==> config.mk <==
export PLATFORM = sky130hd
export DESIGN_NAME = ctrl_sequencer_flat
export DESIGN_NICKNAME = d
export VERILOG_FILES = /design/src/rtl/cpu_pkg.sv /design/src/rtl/ctrl_sequencer_if.sv /design/src/rtl/reg_select_decoder.sv /design/src/rtl/ctrl_sequencer.sv /design/src/flat_wrapper.sv
export SDC_FILE = /design/constraint.sdc
export NUM_CORES = 1
export LEC_CHECK = 0
export ABC_CLOCK_PERIOD_IN_PS = 2400
export BUFFER_PORTS_ARGS = -buffer_cell sky130_fd_sc_hd__buf_2
export CORE_MARGIN = 2
export CORE_UTILIZATION = 42
export DETAILED_ROUTE_END_ITERATION = 16
export PLACE_DENSITY_LB_ADDON = 0.1
export RECOVER_POWER = 50
export REMOVE_ABC_BUFFERS = 1
export SYNTH_ARGS = -nofsm -noshare
export SYNTH_HDL_FRONTEND = slang
export SYNTH_HIERARCHICAL = 1
export SYNTH_SLANG_ARGS = --single-unit
==> constraint.sdc <==
create_clock -name Clock -period 2.4 [get_ports Clock]
set_input_delay 0.24 -clock Clock [delete_from_list [all_inputs] [get_ports Clock]]
set_output_delay 0.24 -clock Clock [all_outputs]
set_load 0.01 [all_outputs]
==> src/rtl/cpu_pkg.sv <==
// Shared definitions for the hardwired control unit: opcodes, IR field layout,
// sequencer state/class enums and the datapath strobe bundle.
package cpu_pkg;

  localparam logic [4:0] OP_ADD  = 5'b00011;
  localparam logic [4:0] OP_SUB  = 5'b00100;
  localparam logic [4:0] OP_AND  = 5'b00101;
  localparam logic [4:0] OP_OR   = 5'b00110;
  localparam logic [4:0] OP_SHR  = 5'b00111;
  localparam logic [4:0] OP_SHL  = 5'b01000;
  localparam logic [4:0] OP_ADDI = 5'b01100;
  localparam logic [4:0] OP_ANDI = 5'b01101;
  localparam logic [4:0] OP_ORI  = 5'b01110;
  localparam logic [4:0] OP_MUL  = 5'b01111;
  localparam logic [4:0] OP_DIV  = 5'b10000;
  localparam logic [4:0] OP_NEG  = 5'b10001;
  localparam logic [4:0] OP_NOT  = 5'b10010;
  localparam logic [4:0] OP_NOP  = 5'b11010;
  localparam logic [4:0] OP_HALT = 5'b11011;

  // Register fields sit back to back directly below the opcode: Ra, Rb, Rc.
  localparam int FLD_RA = 0;
  localparam int FLD_RB = 1;
  localparam int FLD_RC = 2;

  function automatic int field_hi(int dw, int ow, int rw, int idx);
    return dw - 1 - ow - idx * rw;
  endfunction

  typedef enum logic [2:0] {ST_IDLE, ST_T0, ST_T1, ST_T2, ST_EXEC, ST_HALT} seq_state_t;

  typedef enum logic [2:0] {CLS_R3, CLS_IMM, CLS_R2, CLS_MD, CLS_NOP, CLS_HALT, CLS_ILL} instr_cls_t;

  typedef struct packed {
    logic PCout, MARin, IncPC, Zin, ZLOout, ZHIout, PCin, Read;
    logic MDRin, MDRout, IRin, Yin, Cout, HIin, LOin;
  } strobe_t;

  function automatic instr_cls_t decode_cls(logic [4:0] op);
    case (op)
      OP_ADD, OP_SUB, OP_AND, OP_OR, OP_SHR, OP_SHL: return CLS_R3;
      OP_ADDI, OP_ANDI, OP_ORI:                      return CLS_IMM;
      OP_NEG, OP_NOT:                                return CLS_R2;
      OP_MUL, OP_DIV:                                return CLS_MD;
      OP_NOP:                                        return CLS_NOP;
      OP_HALT:                                       return CLS_HALT;
      default:                                       return CLS_ILL;
    endcase
  endfunction

  // Index of the final T-step for each class; classes without execute steps end at T2.
  function automatic int last_step(instr_cls_t c);
    case (c)
      CLS_R3, CLS_IMM: return 5;
      CLS_R2:          return 4;
      CLS_MD:          return 6;
      default:         return 2;
    endcase
  endfunction

endpackage

==> src/rtl/ctrl_sequencer_if.sv <==
// Control/handshake bundle between the sequencer (master) and the datapath (slave).
interface ctrl_sequencer_if #(
  parameter int DATA_WIDTH   = 32,
  parameter int OPCODE_WIDTH = 5,
  parameter int NUM_REGS     = 16,
  parameter int MAX_STEPS    = 8
);
  logic                    run, stop, mem_ready;
  logic [DATA_WIDTH-1:0]   IR;
  logic PCout, MARin, IncPC, Zin, ZLOout, ZHIout, PCin, Read;
  logic MDRin, MDRout, IRin, Yin, Cout, HIin, LOin;
  logic [NUM_REGS-1:0]     reg_in, reg_out;
  logic [OPCODE_WIDTH-1:0] alu_op;
  logic [MAX_STEPS-1:0]    step;
  logic                    illegal, halted;

  modport master (
    input  run, stop, mem_ready, IR,
    output PCout, MARin, IncPC, Zin, ZLOout, ZHIout, PCin, Read,
    output MDRin, MDRout, IRin, Yin, Cout, HIin, LOin,
    output reg_in, reg_out, alu_op, step, illegal, halted
  );

  modport slave (
    output run, stop, mem_ready, IR,
    input  PCout, MARin, IncPC, Zin, ZLOout, ZHIout, PCin, Read,
    input  MDRin, MDRout, IRin, Yin, Cout, HIin, LOin,
    input  reg_in, reg_out, alu_op, step, illegal, halted
  );
endinterface

==> src/rtl/reg_select_decoder.sv <==
// Register-field to one-hot enable decoder, fully gated by en.
module reg_select_decoder #(
  parameter int NUM_REGS = 16,
  parameter int RW       = $clog2(NUM_REGS)
) (
  input  logic                en,
  input  logic [RW-1:0]       sel,
  output logic [NUM_REGS-1:0] onehot
);
  for (genvar i = 0; i < NUM_REGS; i++) begin : g_bit
    assign onehot[i] = en && (sel == RW'(i));
  end
endmodule

==> src/rtl/ctrl_sequencer.sv <==
// Hardwired fetch/decode/execute sequencer for the bus datapath. Outputs are
// decoded from registered state; IR fields are captured as T2 closes.
module ctrl_sequencer
  import cpu_pkg::*;
#(
  parameter int DATA_WIDTH   = 32,
  parameter int OPCODE_WIDTH = 5,
  parameter int NUM_REGS     = 16,
  parameter int MAX_STEPS    = 8
) (
  input logic            Clock,
  input logic            clear,
  ctrl_sequencer_if.master bus
);
  localparam int RW    = $clog2(NUM_REGS);
  localparam int SW    = $clog2(MAX_STEPS);
  localparam int RA_HI = field_hi(DATA_WIDTH, OPCODE_WIDTH, RW, FLD_RA);
  localparam int RB_HI = field_hi(DATA_WIDTH, OPCODE_WIDTH, RW, FLD_RB);
  localparam int RC_HI = field_hi(DATA_WIDTH, OPCODE_WIDTH, RW, FLD_RC);

  seq_state_t              state, state_nx, done_st;
  logic [SW-1:0]           stp, stp_nx;
  logic                    t1_wait, stop_pending, illegal_q;
  instr_cls_t              cls_q, ir_cls;
  logic [OPCODE_WIDTH-1:0] op_q, ir_op;
  logic [RW-1:0]           ra_q, rb_q, rc_q, rout_sel;
  logic                    rin_en, rout_en;
  logic [OPCODE_WIDTH-1:0] alu_op_c;
  strobe_t                 s;

  assign ir_op  = bus.IR[DATA_WIDTH-1 -: OPCODE_WIDTH];
  assign ir_cls = decode_cls(5'(ir_op));
  // A stop arriving in the final step still ends the run after this instruction.
  assign done_st = (bus.run && !(stop_pending || bus.stop)) ? ST_T0 : ST_IDLE;

  always_comb begin
    state_nx = state;
    stp_nx   = stp;
    case (state)
      ST_IDLE: if (bus.run) begin state_nx = ST_T0; stp_nx = '0; end
      ST_T0:   begin state_nx = ST_T1; stp_nx = SW'(1); end
      ST_T1:   if (bus.mem_ready) begin state_nx = ST_T2; stp_nx = SW'(2); end
      ST_T2: begin
        stp_nx = '0;
        case (ir_cls)
          CLS_HALT:         state_nx = ST_HALT;
          CLS_NOP, CLS_ILL: state_nx = done_st;
          default: begin state_nx = ST_EXEC; stp_nx = SW'(3); end
        endcase
      end
      ST_EXEC: begin
        if (stp == SW'(last_step(cls_q))) begin
          state_nx = done_st;
          stp_nx   = '0;
        end else begin
          stp_nx = stp + SW'(1);
        end
      end
      default: begin state_nx = state; stp_nx = '0; end
    endcase
  end

  always_ff @(posedge Clock) begin
    if (clear) begin
      state        <= ST_IDLE;
      stp          <= '0;
      t1_wait      <= 1'b0;
      stop_pending <= 1'b0;
      illegal_q    <= 1'b0;
      cls_q        <= CLS_NOP;
      op_q         <= '0;
      ra_q         <= '0;
      rb_q         <= '0;
      rc_q         <= '0;
    end else begin
      state        <= state_nx;
      stp          <= stp_nx;
      t1_wait      <= (state == ST_T1) && (state_nx == ST_T1);
      stop_pending <= (state_nx == ST_IDLE && state != ST_IDLE) ? 1'b0 : (stop_pending || bus.stop);
      illegal_q    <= (state == ST_T2) && (ir_cls == CLS_ILL);
      if (state == ST_T2) begin
        cls_q <= ir_cls;
        op_q  <= ir_op;
        ra_q  <= bus.IR[RA_HI -: RW];
        rb_q  <= bus.IR[RB_HI -: RW];
        rc_q  <= bus.IR[RC_HI -: RW];
      end
    end
  end

  always_comb begin
    s        = '0;
    rin_en   = 1'b0;
    rout_en  = 1'b0;
    rout_sel = rb_q;
    alu_op_c = '0;
    case (state)
      ST_T0: begin s.PCout = 1'b1; s.MARin = 1'b1; s.IncPC = 1'b1; s.Zin = 1'b1; end
      ST_T1: begin s.ZLOout = 1'b1; s.Read = 1'b1; s.MDRin = 1'b1; s.PCin = !t1_wait; end
      ST_T2: begin s.MDRout = 1'b1; s.IRin = 1'b1; end
      ST_EXEC: begin
        case (cls_q)
          CLS_R3, CLS_IMM: begin
            if (stp == SW'(3)) begin rout_en = 1'b1; s.Yin = 1'b1; end
            if (stp == SW'(4)) begin
              if (cls_q == CLS_IMM) s.Cout = 1'b1;
              else begin rout_en = 1'b1; rout_sel = rc_q; end
              alu_op_c = op_q;
              s.Zin    = 1'b1;
            end
            if (stp == SW'(5)) begin s.ZLOout = 1'b1; rin_en = 1'b1; end
          end
          CLS_R2: begin
            if (stp == SW'(3)) begin rout_en = 1'b1; alu_op_c = op_q; s.Zin = 1'b1; end
            if (stp == SW'(4)) begin s.ZLOout = 1'b1; rin_en = 1'b1; end
          end
          CLS_MD: begin
            if (stp == SW'(3)) begin rout_en = 1'b1; rout_sel = ra_q; s.Yin = 1'b1; end
            if (stp == SW'(4)) begin rout_en = 1'b1; alu_op_c = op_q; s.Zin = 1'b1; end
            if (stp == SW'(5)) begin s.ZLOout = 1'b1; s.LOin = 1'b1; end
            if (stp == SW'(6)) begin s.ZHIout = 1'b1; s.HIin = 1'b1; end
          end
          default: ;
        endcase
      end
      default: ;
    endcase
  end

  reg_select_decoder #(.NUM_REGS(NUM_REGS), .RW(RW)) u_rin_dec (
    .en(rin_en), .sel(ra_q), .onehot(bus.reg_in));
  reg_select_decoder #(.NUM_REGS(NUM_REGS), .RW(RW)) u_rout_dec (
    .en(rout_en), .sel(rout_sel), .onehot(bus.reg_out));

  assign bus.PCout   = s.PCout;
  assign bus.MARin   = s.MARin;
  assign bus.IncPC   = s.IncPC;
  assign bus.Zin     = s.Zin;
  assign bus.ZLOout  = s.ZLOout;
  assign bus.ZHIout  = s.ZHIout;
  assign bus.PCin    = s.PCin;
  assign bus.Read    = s.Read;
  assign bus.MDRin   = s.MDRin;
  assign bus.MDRout  = s.MDRout;
  assign bus.IRin    = s.IRin;
  assign bus.Yin     = s.Yin;
  assign bus.Cout    = s.Cout;
  assign bus.HIin    = s.HIin;
  assign bus.LOin    = s.LOin;
  assign bus.alu_op  = alu_op_c;
  assign bus.step    = (state == ST_IDLE || state == ST_HALT) ? '0 : (MAX_STEPS'(1) << stp);
  assign bus.illegal = illegal_q;
  assign bus.halted  = (state == ST_HALT);

  a_step_limit: assert property (@(posedge Clock) disable iff (clear)
    (state == ST_T2) |-> (last_step(ir_cls) < MAX_STEPS));

  a_one_driver: assert property (@(posedge Clock) disable iff (clear)
    (state != ST_IDLE && state != ST_HALT) |->
      $onehot({bus.reg_out, s.PCout, s.ZLOout, s.ZHIout, s.MDRout, s.Cout}));

endmodule

==> src/flat_wrapper.sv <==
// flat-port wrapper written by rule: the top's interface ports become plain ports
module ctrl_sequencer_flat import cpu_pkg::*;
#(
  parameter int DATA_WIDTH   = 32,
  parameter int OPCODE_WIDTH = 5,
  parameter int NUM_REGS     = 16,
  parameter int MAX_STEPS    = 8
)
  (Clock, clear, bus_run, bus_stop, bus_mem_ready, bus_IR, bus_PCout, bus_MARin, bus_IncPC, bus_Zin, bus_ZLOout, bus_ZHIout, bus_PCin, bus_Read, bus_MDRin, bus_MDRout, bus_IRin, bus_Yin, bus_Cout, bus_HIin, bus_LOin, bus_reg_in, bus_reg_out, bus_alu_op, bus_step, bus_illegal, bus_halted);
  ctrl_sequencer_if #(.DATA_WIDTH(DATA_WIDTH), .OPCODE_WIDTH(OPCODE_WIDTH), .NUM_REGS(NUM_REGS), .MAX_STEPS(MAX_STEPS)) bus_i ();
  input logic Clock;
  input logic clear;
  input wire logic [$bits(bus_i.run)-1:0] bus_run;
  input wire logic [$bits(bus_i.stop)-1:0] bus_stop;
  input wire logic [$bits(bus_i.mem_ready)-1:0] bus_mem_ready;
  input wire logic [$bits(bus_i.IR)-1:0] bus_IR;
  output wire logic [$bits(bus_i.PCout)-1:0] bus_PCout;
  output wire logic [$bits(bus_i.MARin)-1:0] bus_MARin;
  output wire logic [$bits(bus_i.IncPC)-1:0] bus_IncPC;
  output wire logic [$bits(bus_i.Zin)-1:0] bus_Zin;
  output wire logic [$bits(bus_i.ZLOout)-1:0] bus_ZLOout;
  output wire logic [$bits(bus_i.ZHIout)-1:0] bus_ZHIout;
  output wire logic [$bits(bus_i.PCin)-1:0] bus_PCin;
  output wire logic [$bits(bus_i.Read)-1:0] bus_Read;
  output wire logic [$bits(bus_i.MDRin)-1:0] bus_MDRin;
  output wire logic [$bits(bus_i.MDRout)-1:0] bus_MDRout;
  output wire logic [$bits(bus_i.IRin)-1:0] bus_IRin;
  output wire logic [$bits(bus_i.Yin)-1:0] bus_Yin;
  output wire logic [$bits(bus_i.Cout)-1:0] bus_Cout;
  output wire logic [$bits(bus_i.HIin)-1:0] bus_HIin;
  output wire logic [$bits(bus_i.LOin)-1:0] bus_LOin;
  output wire logic [$bits(bus_i.reg_in)-1:0] bus_reg_in;
  output wire logic [$bits(bus_i.reg_out)-1:0] bus_reg_out;
  output wire logic [$bits(bus_i.alu_op)-1:0] bus_alu_op;
  output wire logic [$bits(bus_i.step)-1:0] bus_step;
  output wire logic [$bits(bus_i.illegal)-1:0] bus_illegal;
  output wire logic [$bits(bus_i.halted)-1:0] bus_halted;
  assign bus_i.run = bus_run;
  assign bus_i.stop = bus_stop;
  assign bus_i.mem_ready = bus_mem_ready;
  assign bus_i.IR = bus_IR;
  assign bus_PCout = bus_i.PCout;
  assign bus_MARin = bus_i.MARin;
  assign bus_IncPC = bus_i.IncPC;
  assign bus_Zin = bus_i.Zin;
  assign bus_ZLOout = bus_i.ZLOout;
  assign bus_ZHIout = bus_i.ZHIout;
  assign bus_PCin = bus_i.PCin;
  assign bus_Read = bus_i.Read;
  assign bus_MDRin = bus_i.MDRin;
  assign bus_MDRout = bus_i.MDRout;
  assign bus_IRin = bus_i.IRin;
  assign bus_Yin = bus_i.Yin;
  assign bus_Cout = bus_i.Cout;
  assign bus_HIin = bus_i.HIin;
  assign bus_LOin = bus_i.LOin;
  assign bus_reg_in = bus_i.reg_in;
  assign bus_reg_out = bus_i.reg_out;
  assign bus_alu_op = bus_i.alu_op;
  assign bus_step = bus_i.step;
  assign bus_illegal = bus_i.illegal;
  assign bus_halted = bus_i.halted;
  ctrl_sequencer #(.DATA_WIDTH(DATA_WIDTH), .OPCODE_WIDTH(OPCODE_WIDTH), .NUM_REGS(NUM_REGS), .MAX_STEPS(MAX_STEPS)) u_core (.Clock(Clock), .clear(clear), .bus(bus_i));
endmodule
==> reports/results.ini, run 1 <==
[cts]
insertion_delay_of_the_later_clocked_pin_in_the_worst_skew_pair_ns = 0.28
ctsRootBufferMaster = sky130_fd_sc_hd__clkbuf_8
holdBufCountCts = 0
numCtsBuffers = 5
cts_tree = built
number_of_buffers_on_the_longest_clock_path = 2
cts.sinks = 29
path_clk_slew_ns = 0.06
ctsHtreeMaxLevel = 2

[sta]
grt_setup_unrepaired = true
hold_violations = 0
timing.max_slew.rel_slack = 0.620
final.setup.tns_ns = -2.58
finalCriticalPeriod_ns = 2.58
slew_viol_final = 0
finalSetupViolations = 20
final.period_utilization = 1.08
worst_slew_pin_slew_ns = 0.571
finalWorstSetupSlack_ns = -0.182
fmaxAchievable_ghz = 0.387
fin_worst_skew_ns = 0.00399

[cells_and_area]
number_of_antenna_diodes = 0
final_net_count = 450
post-route-cell-area_um2 = 3000
layout-drive-gt1-share = 0.402
layout_commonest_cell = sky130_fd_sc_hd__buf_2
most-common-layout-cells = sky130_fd_sc_hd__buf_2, sky130_fd_sc_hd__nand2_1, sky130_fd_sc_hd__nor2_1
n_fill_cell = 463
layout-area-overhead-vs-synth_pct = 42.4

[worst_setup_path]
reg2reg_from = u_core/state[1]
critical_path.cell_chain = nor4b_4 -> nand2_2 -> nor4b_4 -> nand2_1 -> o211ai_1 -> nand3b_1 -> nor3_2 -> buf_2
critPathArrivalTime_ns = 2.34
worst_path_dominant_cell_family = simple AND/OR/NAND/NOR gates
cp-start-kind = register
max_stage_delay_ns = 0.39
critical_path.slowest_cell = sky130_fd_sc_hd__nor4b_4
worstPathBufferInverterCount = 1
worst_setup_path_end_kind = output port
worst_r2r_endpoint = u_core/stop_pending
worst_ep_required_time_ns = 2.16
cp_common_cell = sky130_fd_sc_hd__nor4b_4
path_class = register to output port
crit_path_max_fanout = 4
worst_r2r_path_depth = 7
register_to_register_setup_slack_ns = 0.29

[synthesis]
synth.lib_cells_used.distinct = 49
post_synth_inst_count = 301
netlist.area_leader.share = 0.276
yosys-top-cells-area = sky130_fd_sc_hd__dfxtp_1, sky130_fd_sc_hd__nand2_1, sky130_fd_sc_hd__nor2_1, sky130_fd_sc_hd__a21oi_1, sky130_fd_sc_hd__ha_1
synth_seq_area_share = 0.276
syn-mean-instance-area_um2 = 6.99
yosysWarnings = 6
synth_top_flop_cell = sky130_fd_sc_hd__dfxtp_1
synth_edf_count = 0
yosys_register_bits = 29
mapped_cell_area_um2 = 2100
async_set_reset_flop_share_out_of_synthesis = 0
yosys.area.top_type = sky130_fd_sc_hd__dfxtp_1

[routing]
route.detailed.drc = 0
drt_iter0_drc = 209
via_count = 2405
routed_via_density = 5.06
wl_um = 6040
postRouteAntennaNets = 0
route.detailed.wl_per_inst_um = 12.7
dr.pass1.iters = 4

[place]
placed_area_um2 = 2690
gp_congestion = 0.888
detailed_place_hpwl_um = 4380
io_buffer_count = 83

[power]
peak_vdd_ir_mv = 0.349
p_per_area_nw_per_um2 = 402
finalPower_mw = 1.20
static-leakage-power_nw = 1.31

[die]
core.rowCount = 25
floorplan.die.height_um = 74.8
design.core.area_um2 = 4790
initial_utilization = 0.439
floorplan.die_area_um2 = 5590
width_of_the_chip_um = 74.8
floorplan.io_pins = 99

[global_routing]
grt_start_max_net_pins = 31
gr-usage-all-layers = 0.213
number_of_global_route_vias_before_repair = 1915
antenna_found_initial = 0
grt_first_pass_wirelength_um = 9050
grt-ovfl-total = 0

[hold_path]
holdPathEnd = u_core/t1_wait
timing.hold.worst_path_depth = 2
min_path_type = input pin to register
min-delay-start = bus_mem_ready

[run_status]
status = finished, violations left
violations = negative setup slack

[job]
max-cap-violations = 0

[power by group]
group          switching, mW  total (mW)  internal [mW]
registers             0.0178       0.516          0.498
logic                  0.135       0.235          0.100
clock network          0.193       0.452          0.259
total                  0.345        1.20          0.858
[logic make-up after synthesis]
family | Yosys count | synth area share
simple gates | 169 | 0.415
buf+inv | 30 | 0.0750
xor+xnor | 2 | 0.00833
flops | 29 | 0.276
fa+ha+maj | 6 | 0.0357
compound gates | 64 | 0.186
mux | 1 | 0.00476
[metrics by stage]
stage	utilization	std cells	worst slack, ns	hold slack (ns)
4_1_cts	0.613	472	-0.141	0.153
2_1_floorplan	-	279	-0.126	0.302
3_3_place_gp	0.563	458	-0.0881	0.439
5_1_grt	0.626	475	-0.365	0.172
3_5_place_dp	0.563	458	-0.169	0.444
6_report	0.626	475	-0.182	0.162
[synth_stat cells, types with 2 or more instances]
cell                       instances
sky130_fd_sc_hd__a211oi_2          2
sky130_fd_sc_hd__or2_2             2
sky130_fd_sc_hd__nor4b_4           2
sky130_fd_sc_hd__nor2_1           43
sky130_fd_sc_hd__a21oi_1          31
sky130_fd_sc_hd__a22oi_1           3
sky130_fd_sc_hd__nor3_2            2
sky130_fd_sc_hd__nor2b_1           6
sky130_fd_sc_hd__and3_1            6
sky130_fd_sc_hd__nand2b_1          8
sky130_fd_sc_hd__nand4_1           2
sky130_fd_sc_hd__buf_6             2
sky130_fd_sc_hd__nand2_1          53
sky130_fd_sc_hd__or3b_4            2
sky130_fd_sc_hd__buf_2             9
sky130_fd_sc_hd__o21ai_0          11
sky130_fd_sc_hd__o211ai_1          3
sky130_fd_sc_hd__buf_4             5
sky130_fd_sc_hd__clkbuf_1          5
sky130_fd_sc_hd__ha_1              6
sky130_fd_sc_hd__a31oi_1           2
sky130_fd_sc_hd__xnor2_1           2
sky130_fd_sc_hd__dfxtp_1          29
sky130_fd_sc_hd__nand3b_1          6
sky130_fd_sc_hd__nor4b_1           2
sky130_fd_sc_hd__nand3_1           7
sky130_fd_sc_hd__nor3_1           12
sky130_fd_sc_hd__nor3b_1           5
sky130_fd_sc_hd__inv_1             7
sky130_fd_sc_hd__a21oi_2           2
sky130_fd_sc_hd__and2_1            6
[per-layer routing]
| layer | part of all wire | up-vias | global-route usage | wire [um] |
|---|---|---|---|---|
| met5 | 0 | - | 0 | 0 |
| met4 | 0.0051 | 0 | 0.0536 | 31 |
| met3 | 0.046 | 2 | 0.0442 | 275 |
| met2 | 0.47 | 66 | 0.331 | 2840 |
| met1 | 0.48 | 1099 | 0.301 | 2890 |
| li1 | - | 1238 | - | - |
[state kept, by name, indices dropped and copies added (netlist names)]
name                 flops
u_core/stop_pending      1
u_core/op_q              5
u_core/state             3
u_core/stp               3
u_core/ra_q              4
u_core/rb_q              4
u_core/rc_q              4
u_core/cls_q             3
u_core/bus.illegal       1
u_core/t1_wait           1
[timing repair]
| action | in CTS | in global routing |
|---|---|---|
| buffers inserted | 6 | 3 |
| setup endpoints to repair | 20 | 20 |
| resized for setup | 30 | 13 |
| pin swaps | 17 | 22 |
[worst max-delay path by stage]
| stage | startpoint | endpoint | slack, ns | cells past startpoint |
|---|---|---|---|---|
| final | u_core/cls_q[2] | bus_reg_out[8] | -0.18 | 8 |
| after global routing | u_core/cls_q[2] | bus_reg_out[8] | -0.37 | 8 |
| after CTS | u_core/state[0] | bus_reg_out[8] | -0.14 | 8 |
| after floorplan | u_core/stp[0] | bus_reg_out[1] | -0.13 | 8 |
| after global placement | u_core/stp[0] | bus_reg_out[0] | -0.09 | 10 |
| after detailed placement | u_core/stp[1] | bus_reg_out[0] | -0.17 | 10 |
[worst register-to-register path, delay by kind of cell, from the launching register on]
family                 cells  cell delay (ns)
buffers and inverters      3             0.69
and+or+nand+nor            2             0.65
DFF                        1             0.43
AOI/OAI and AO/OA          2             0.27
[area by class of cell]
| class | instances | area [um2] | share of cell area |
|---|---|---|---|
| Inverter | 8 | 30.0 | 0.0100 |
| Clock buffer | 7 | 96.3 | 0.0322 |
| Clock inverter | 1 | 5.00 | 0.00167 |
| Sequential cell | 29 | 588 | 0.196 |
| Tap cell | 67 | 83.8 | 0.0280 |
| Timing Repair Buffer | 121 | 691 | 0.231 |
| Multi-Input combinational cell | 242 | 1500 | 0.501 |
Power figures use the tool's default switching activity.
==> run 2: changes to the inputs <==
==> constraint.sdc (replaced) <==
create_clock -name Clock -period 2.4 [get_ports Clock]
set_input_delay 0.36 -clock Clock [delete_from_list [all_inputs] [get_ports Clock]]
set_output_delay 0.36 -clock Clock [all_outputs]
set_load 0.01 [all_outputs]
==> reports/results.ini, run 2 (synthesis results as in run 1) <==
[routing]
route.detailed.wl_per_inst_um = 12.6  ; -0.77%
postRouteAntennaNets = 0  ; unchanged
drt_iter0_drc = 104  ; -50%
wl_um = 6070  ; +0.48%
dr.pass1.iters = 4  ; unchanged
route.detailed.drc = 0  ; unchanged
routed_via_density = 5.13  ; +1.3%
via_count = 2468  ; +2.6%

[cts]
path_clk_slew_ns = 0.06  ; about the same
ctsHtreeMaxLevel = 2  ; unchanged
insertion_delay_of_the_later_clocked_pin_in_the_worst_skew_pair_ns = 0.28  ; about the same
numCtsBuffers = 5  ; unchanged
number_of_buffers_on_the_longest_clock_path = 2  ; unchanged
cts_tree = built
ctsRootBufferMaster = sky130_fd_sc_hd__clkbuf_8
cts.sinks = 29  ; unchanged
holdBufCountCts = 0  ; unchanged

[global_routing]
number_of_global_route_vias_before_repair = 2063  ; +7.7%
grt_first_pass_wirelength_um = 9520  ; +5.1%
gr-usage-all-layers = 0.218  ; +0.00558
grt_start_max_net_pins = 31  ; unchanged
antenna_found_initial = 0  ; unchanged
grt-ovfl-total = 0  ; unchanged

[sta]
finalCriticalPeriod_ns = 2.71  ; +0.132 ns
final.period_utilization = 1.13  ; +0.0548
final.setup.tns_ns = -4.99  ; -2.40 ns
finalSetupViolations = 32  ; +60%
finalWorstSetupSlack_ns = -0.314  ; -0.132 ns
grt_setup_unrepaired = true
fmaxAchievable_ghz = 0.369  ; -4.8%
slew_viol_final = 0  ; unchanged
worst_slew_pin_slew_ns = 0.563  ; -0.00801 ns
hold_violations = 0  ; unchanged
fin_worst_skew_ns = 0.00358  ; -0.000406 ns
timing.max_slew.rel_slack = 0.625  ; +0.00534

[run_status]
status = finished, violations left
violations = negative setup slack

[cells_and_area]
layout_commonest_cell = sky130_fd_sc_hd__buf_2
layout-drive-gt1-share = 0.447  ; +0.0449
layout.area.seq_um2 = 593  ; +0.85%
number_of_antenna_diodes = 0  ; unchanged
largest_register_ffs = 5  ; unchanged
final_net_count = 456  ; +1.3%
max_flop_register = u_core/op_q
layout-area-overhead-vs-synth_pct = 48.2
multi_input_comb_area_um2 = 1560  ; +3.7%
most-common-layout-cells = sky130_fd_sc_hd__buf_2, sky130_fd_sc_hd__nand2_1, sky130_fd_sc_hd__buf_4
n_fill_cell = 449  ; -3.0%

[worst_setup_path]
critical_path.slowest_cell = sky130_fd_sc_hd__dfxtp_2
max_stage_delay_ns = 0.34  ; -0.05 ns
worst_setup_path_end_kind = output port
crit_path_max_fanout = 7  ; +3
path_class = register to output port
critPathArrivalTime_ns = 2.35  ; about the same
cp_common_cell = sky130_fd_sc_hd__buf_4
critical_path.cell_chain = ha_2 -> ha_1 -> buf_4 -> and3_1 -> a21oi_2 -> o21ai_2 -> buf_4 -> nand3b_1 -> nor3_1 -> buf_2
cp-start-kind = register
worst_ep_required_time_ns = 2.04  ; -0.12 ns

[power]
static-leakage-power_nw = 1.36  ; +3.7%
peak_vdd_ir_mv = 0.398  ; +14%
finalPower_mw = 1.20  ; +0.18%
p_per_area_nw_per_um2 = 387  ; -3.7%

[place]
dpl_worst_slack_ns = -0.201  ; -0.0313 ns
detailed_place_hpwl_um = 4280  ; -2.1%
io_buffer_count = 83  ; unchanged
gp_congestion = 0.871  ; -1.9%

[die]
core.rowCount = 25  ; unchanged
width_of_the_chip_um = 74.8  ; unchanged
initial_utilization = 0.439  ; unchanged
floorplan.die.height_um = 74.8  ; unchanged
floorplan.io_pins = 99  ; unchanged
floorplan.die_area_um2 = 5590  ; unchanged
design.core.area_um2 = 4790  ; unchanged

[hold_path]
min_path_type = input pin to register

[job]
max-cap-violations = 0  ; unchanged

[run 2: cell count changes in the layout (fill, tap and decap cells not counted), sizes merged]
cell	change
buf	+11
clkbuf	-5
[run 2: through the flow]
stage / area, um2 / instances / hold WS, ns / util
after global placement: 2720 / 462 / 0.438 / 0.569
after floorplan: 1980 / 279 / 0.422 / -
after detailed placement: 2720 / 462 / 0.445 / 0.569
after global routing: 3120 / 481 / 0.273 / 0.651
after CTS: 3020 / 479 / 0.273 / 0.631
final: 3120 / 481 / 0.288 / 0.651
[run 2: where the power goes]
part	switching [mW]	total (mW)	internal, mW
Sequential	0.0188	0.517	0.498
Combinational	0.136	0.243	0.108
Clock	0.186	0.445	0.259
Total	0.340	1.20	0.865
[run 2: metal layers]
layer | wire length [um] | GRT usage | up-vias
li1 | - | - | 1258
met1 | 2800 | 0.302 | 1125
met2 | 2900 | 0.353 | 83
met3 | 348 | 0.0402 | 2
met4 | 18 | 0.0556 | 0
met5 | 0 | 0 | -
[run 2: area by class of cell]
class	count	area share
Clock buffer	7	0.0309
Clock inverter	1	0.00161
Inverter	8	0.00963
Multi-Input combinational cell	242	0.500
Sequential cell	29	0.190
Tap cell	67	0.0269
Timing Repair Buffer	127	0.241
[run 2: worst max-delay path, delay by kind of cell, from the launching register on]
kind | cells | cell delay [ns]
compound gates | 2 | 0.22
buf+inv | 3 | 0.48
fa+ha+maj | 2 | 0.39
flops | 1 | 0.34
simple gates | 3 | 0.63
[run 2: what timing repair did]
action | CTS | global route
pin swaps | 23 | 22
setup endpoints to repair | 23 | 38
resized for setup | 39 | 19
endpoints found under the hold margin | 0 | 0
buffers inserted | 9 | 3
[run 2: final timing paths]
path | from | depth (start not counted) | slack (ns) | end
worst max-delay path | u_core/stp[0] | 10 | -0.31 | bus_reg_out[8]
worst min-delay path | bus_mem_ready | 2 | 0.29 | u_core/t1_wait
worst max register to register | u_core/state[1] | 7 | 0.45 | u_core/stop_pending
worst min register to register | u_core/op_q[1] | 2 | 0.45 | u_core/op_q[1]
==> run 3: changes to the inputs <==
- ABC_CLOCK_PERIOD_IN_PS: 2400 -> 3400
- CORE_UTILIZATION: 42 -> 51
- TNS_END_PERCENT: not set -> 30
- clock period: 2.4 -> 3.4 ns (I/O delays scaled with it)
==> reports/results.ini, run 3 (synthesis results as in run 1) <==
[run_status]
status = finished, final reports clean

[cts]
cts.sinks = 29  ; unchanged
path_clk_slew_ns = 0.06  ; about the same
cts_setup_buffers = 0  ; -9
numCtsBuffers = 5  ; unchanged
insertion_delay_of_the_later_clocked_pin_in_the_worst_skew_pair_ns = 0.28  ; about the same
cts_tree = built
ctsRootBufferMaster = sky130_fd_sc_hd__clkbuf_8
ctsHtreeMaxLevel = 2  ; unchanged
number_of_buffers_on_the_longest_clock_path = 2  ; unchanged
holdBufCountCts = 0  ; unchanged

[cells_and_area]
largest_register_ffs = 5  ; unchanged
max_flop_register = u_core/op_q
n_fill_cell = 383  ; -15%
most-common-layout-cells = sky130_fd_sc_hd__buf_2, sky130_fd_sc_hd__nand2_1, sky130_fd_sc_hd__nor2_1
final_core_utilization = 0.642  ; -0.00946
final_net_count = 415  ; -9.0%
layout_commonest_cell = sky130_fd_sc_hd__buf_2
layout-drive-gt1-share = 0.247  ; -0.200
number_of_antenna_diodes = 0  ; unchanged
layout-area-overhead-vs-synth_pct = 21.2

[sta]
finalSetupViolations = 0  ; -100%
grt_setup_unrepaired = false
final.setup.tns_ns = 0  ; +4.99 ns
slew_viol_final = 0  ; unchanged
timing.hold.ws_ns = 0.444  ; +0.157 ns
hold_violations = 0  ; unchanged
worst_slew_pin_slew_ns = 0.987  ; +0.424 ns
fmaxAchievable_ghz = 0.315
fin_worst_skew_ns = 0.00479  ; +0.00121 ns
timing.max_slew.rel_slack = 0.342  ; -0.283
finalCriticalPeriod_ns = 3.17
final.period_utilization = 0.934

[global_routing]
grt_start_max_net_pins = 31  ; unchanged
use_met3 = 0.0510  ; +0.0108
antenna_found_initial = 0  ; unchanged
number_of_global_route_vias_before_repair = 1895  ; -8.1%
gr-usage-all-layers = 0.240  ; +0.0218
groute.layer.met1.usage = 0.312  ; +0.00998
grt-ovfl-total = 0  ; unchanged
globalRoute.busiestLayer = met2
grt_first_pass_wirelength_um = 8490  ; -11%
met2_capacity_usage_during_global_routing = 0.387  ; +0.0341

[routing]
via_count = 2266  ; -8.2%
drt_iter0_drc = 127  ; +22%
route.detailed.wl_per_inst_um = 12.9  ; +2.2%
wl_um = 5450  ; -10%
routed_via_density = 5.36  ; +4.4%
dr.pass1.iters = 5  ; +1
postRouteAntennaNets = 0  ; unchanged
route.detailed.drc = 0  ; unchanged

[die]
design.core.area_um2 = 3970  ; -17%
floorplan.io_pins = 99  ; unchanged
core.rowCount = 23  ; -8.0%
floorplan.die_area_um2 = 4650  ; -17%
initial_utilization = 0.530  ; +0.0901
floorplan.die.height_um = 68.2  ; -8.8%
width_of_the_chip_um = 68.2  ; -8.8%

[hold_path]
min_path_type = input pin to register
holdPathEnd = u_core/t1_wait
min-delay-start = bus_mem_ready
timing.hold.worst_path_depth = 2  ; unchanged

[job]
max-cap-violations = 0  ; unchanged

[power]
power_frac_seq = 0.455  ; +0.026
p_per_area_nw_per_um2 = 319  ; -17%
share_comb_of_total_power = 0.159  ; -0.043
peak_vdd_ir_mv = 0.212  ; -47%
static-leakage-power_nw = 1.08  ; -21%
power.switching_uw = 229  ; -33%
p_int_uw = 585  ; -32%
switching_share = 0.281  ; -0.00102
power_frac_clock = 0.385  ; +0.016

[worst_setup_path]
critPathArrivalTime_ns = 2.66  ; +0.31 ns
cp-start-kind = register
register_to_register_setup_slack_ns = 1.08  ; +0.63 ns
worst_r2r_path_depth = 6  ; -1
path_class = register to output port
worst_r2r_endpoint = u_core/stp[0]
crit_path_max_fanout = 8  ; +1
worst_setup_path_end_kind = output port
worst_ep_required_time_ns = 2.89  ; +0.85 ns
reg2reg_from = u_core/state[2]

[place]
detailed_place_hpwl_um = 3910  ; -8.6%
gp_congestion = 0.884  ; +1.5%
io_buffer_count = 83  ; unchanged

==> run 3: changes by cell type in the layout (fill, tap and decap cells not counted), moves of 4 or more <==
cell	previous run	this run
sky130_fd_sc_hd__nor3_1	7	12
sky130_fd_sc_hd__buf_2	81	69
sky130_fd_sc_hd__o21ai_0	6	10
sky130_fd_sc_hd__a21oi_1	28	32
sky130_fd_sc_hd__dfxtp_2	4	0
sky130_fd_sc_hd__clkbuf_1	2	15
sky130_fd_sc_hd__a21oi_2	5	1
sky130_fd_sc_hd__nor2_1	39	43
sky130_fd_sc_hd__buf_4	42	2
sky130_fd_sc_hd__dfxtp_1	23	29
sky130_fd_sc_hd__nor3_2	6	2
==> run 3: worst max-delay path by stage <==
stage / start / endpoint / cells after the start
2_1_floorplan: u_core/stp[0] / bus_reg_out[1] / 8
3_3_place_gp: u_core/stp[0] / bus_reg_out[0] / 10
3_5_place_dp: u_core/stp[0] / bus_reg_out[0] / 10
4_1_cts: u_core/stp[0] / bus_reg_out[0] / 10
5_1_grt: u_core/stp[0] / bus_reg_out[1] / 10
6_report: u_core/stp[1] / bus_reg_out[0] / 8
==> run 3: final cells by class <==
type / count / area, um2 / share of cell area
Multi-Input combinational cell: 242 / 1360 / 0.533
Sequential cell: 29 / 581 / 0.228
Timing Repair Buffer: 86 / 417 / 0.163
Clock buffer: 7 / 96.3 / 0.0378
Tap cell: 50 / 62.6 / 0.0245
Inverter: 8 / 30.0 / 0.0118
Clock inverter: 1 / 5.00 / 0.00196
==> run 3: worst max-delay path, stage by stage, from the launching register on <==
cell and delay (ns):
sky130_fd_sc_hd__dfxtp_1 0.44, sky130_fd_sc_hd__ha_1 0.27, sky130_fd_sc_hd__ha_1 0.31, sky130_fd_sc_hd__inv_1 0.16, sky130_fd_sc_hd__a2111oi_1 0.37, sky130_fd_sc_hd__buf_4 0.19, sky130_fd_sc_hd__or3b_4 0.40, sky130_fd_sc_hd__nor3_2 0.10
sky130_fd_sc_hd__buf_2 0.15
==> run 3: what timing repair did <==
item	in CTS	in global routing
setup endpoints to repair	0	10
gates resized for setup	0	3
hold endpoints to repair	0	0
==> run 3: power by group through the flow <==
| stage | Combinational (mW) | Sequential (mW) | Clock [mW] |
|---|---|---|---|
| final | 0.130 | 0.371 | 0.313 |
| after global routing | 0.145 | 0.372 | 0.337 |
| after CTS | 0.133 | 0.371 | 0.322 |
| after detailed placement | 0.133 | 0.378 | 0 |
| after global placement | 0.130 | 0.378 | 0 |
| after floorplan | 0.0810 | 0.374 | 0 |
==> run 3: per-stage QoR <==
step / total power [mW] / worst slack, ns / instance area, um2 / std cells
finish: 0.813 / 0.226 / 2550 / 423
detailed placement: 0.511 / 0.508 / 2480 / 415
floorplan: 0.455 / 0.604 / 1980 / 279
CTS: 0.826 / 0.166 / 2580 / 423
global route: 0.854 / 0.0208 / 2550 / 423
global placement: 0.507 / 0.512 / 2480 / 415
==> run 3: metal layers <==
metal | vias to the layer above | share of wire
li1 | 1166 | -
met1 | 1025 | 0.46
met2 | 67 | 0.46
met3 | 8 | 0.062
met4 | 0 | 0.016
met5 | - | 0
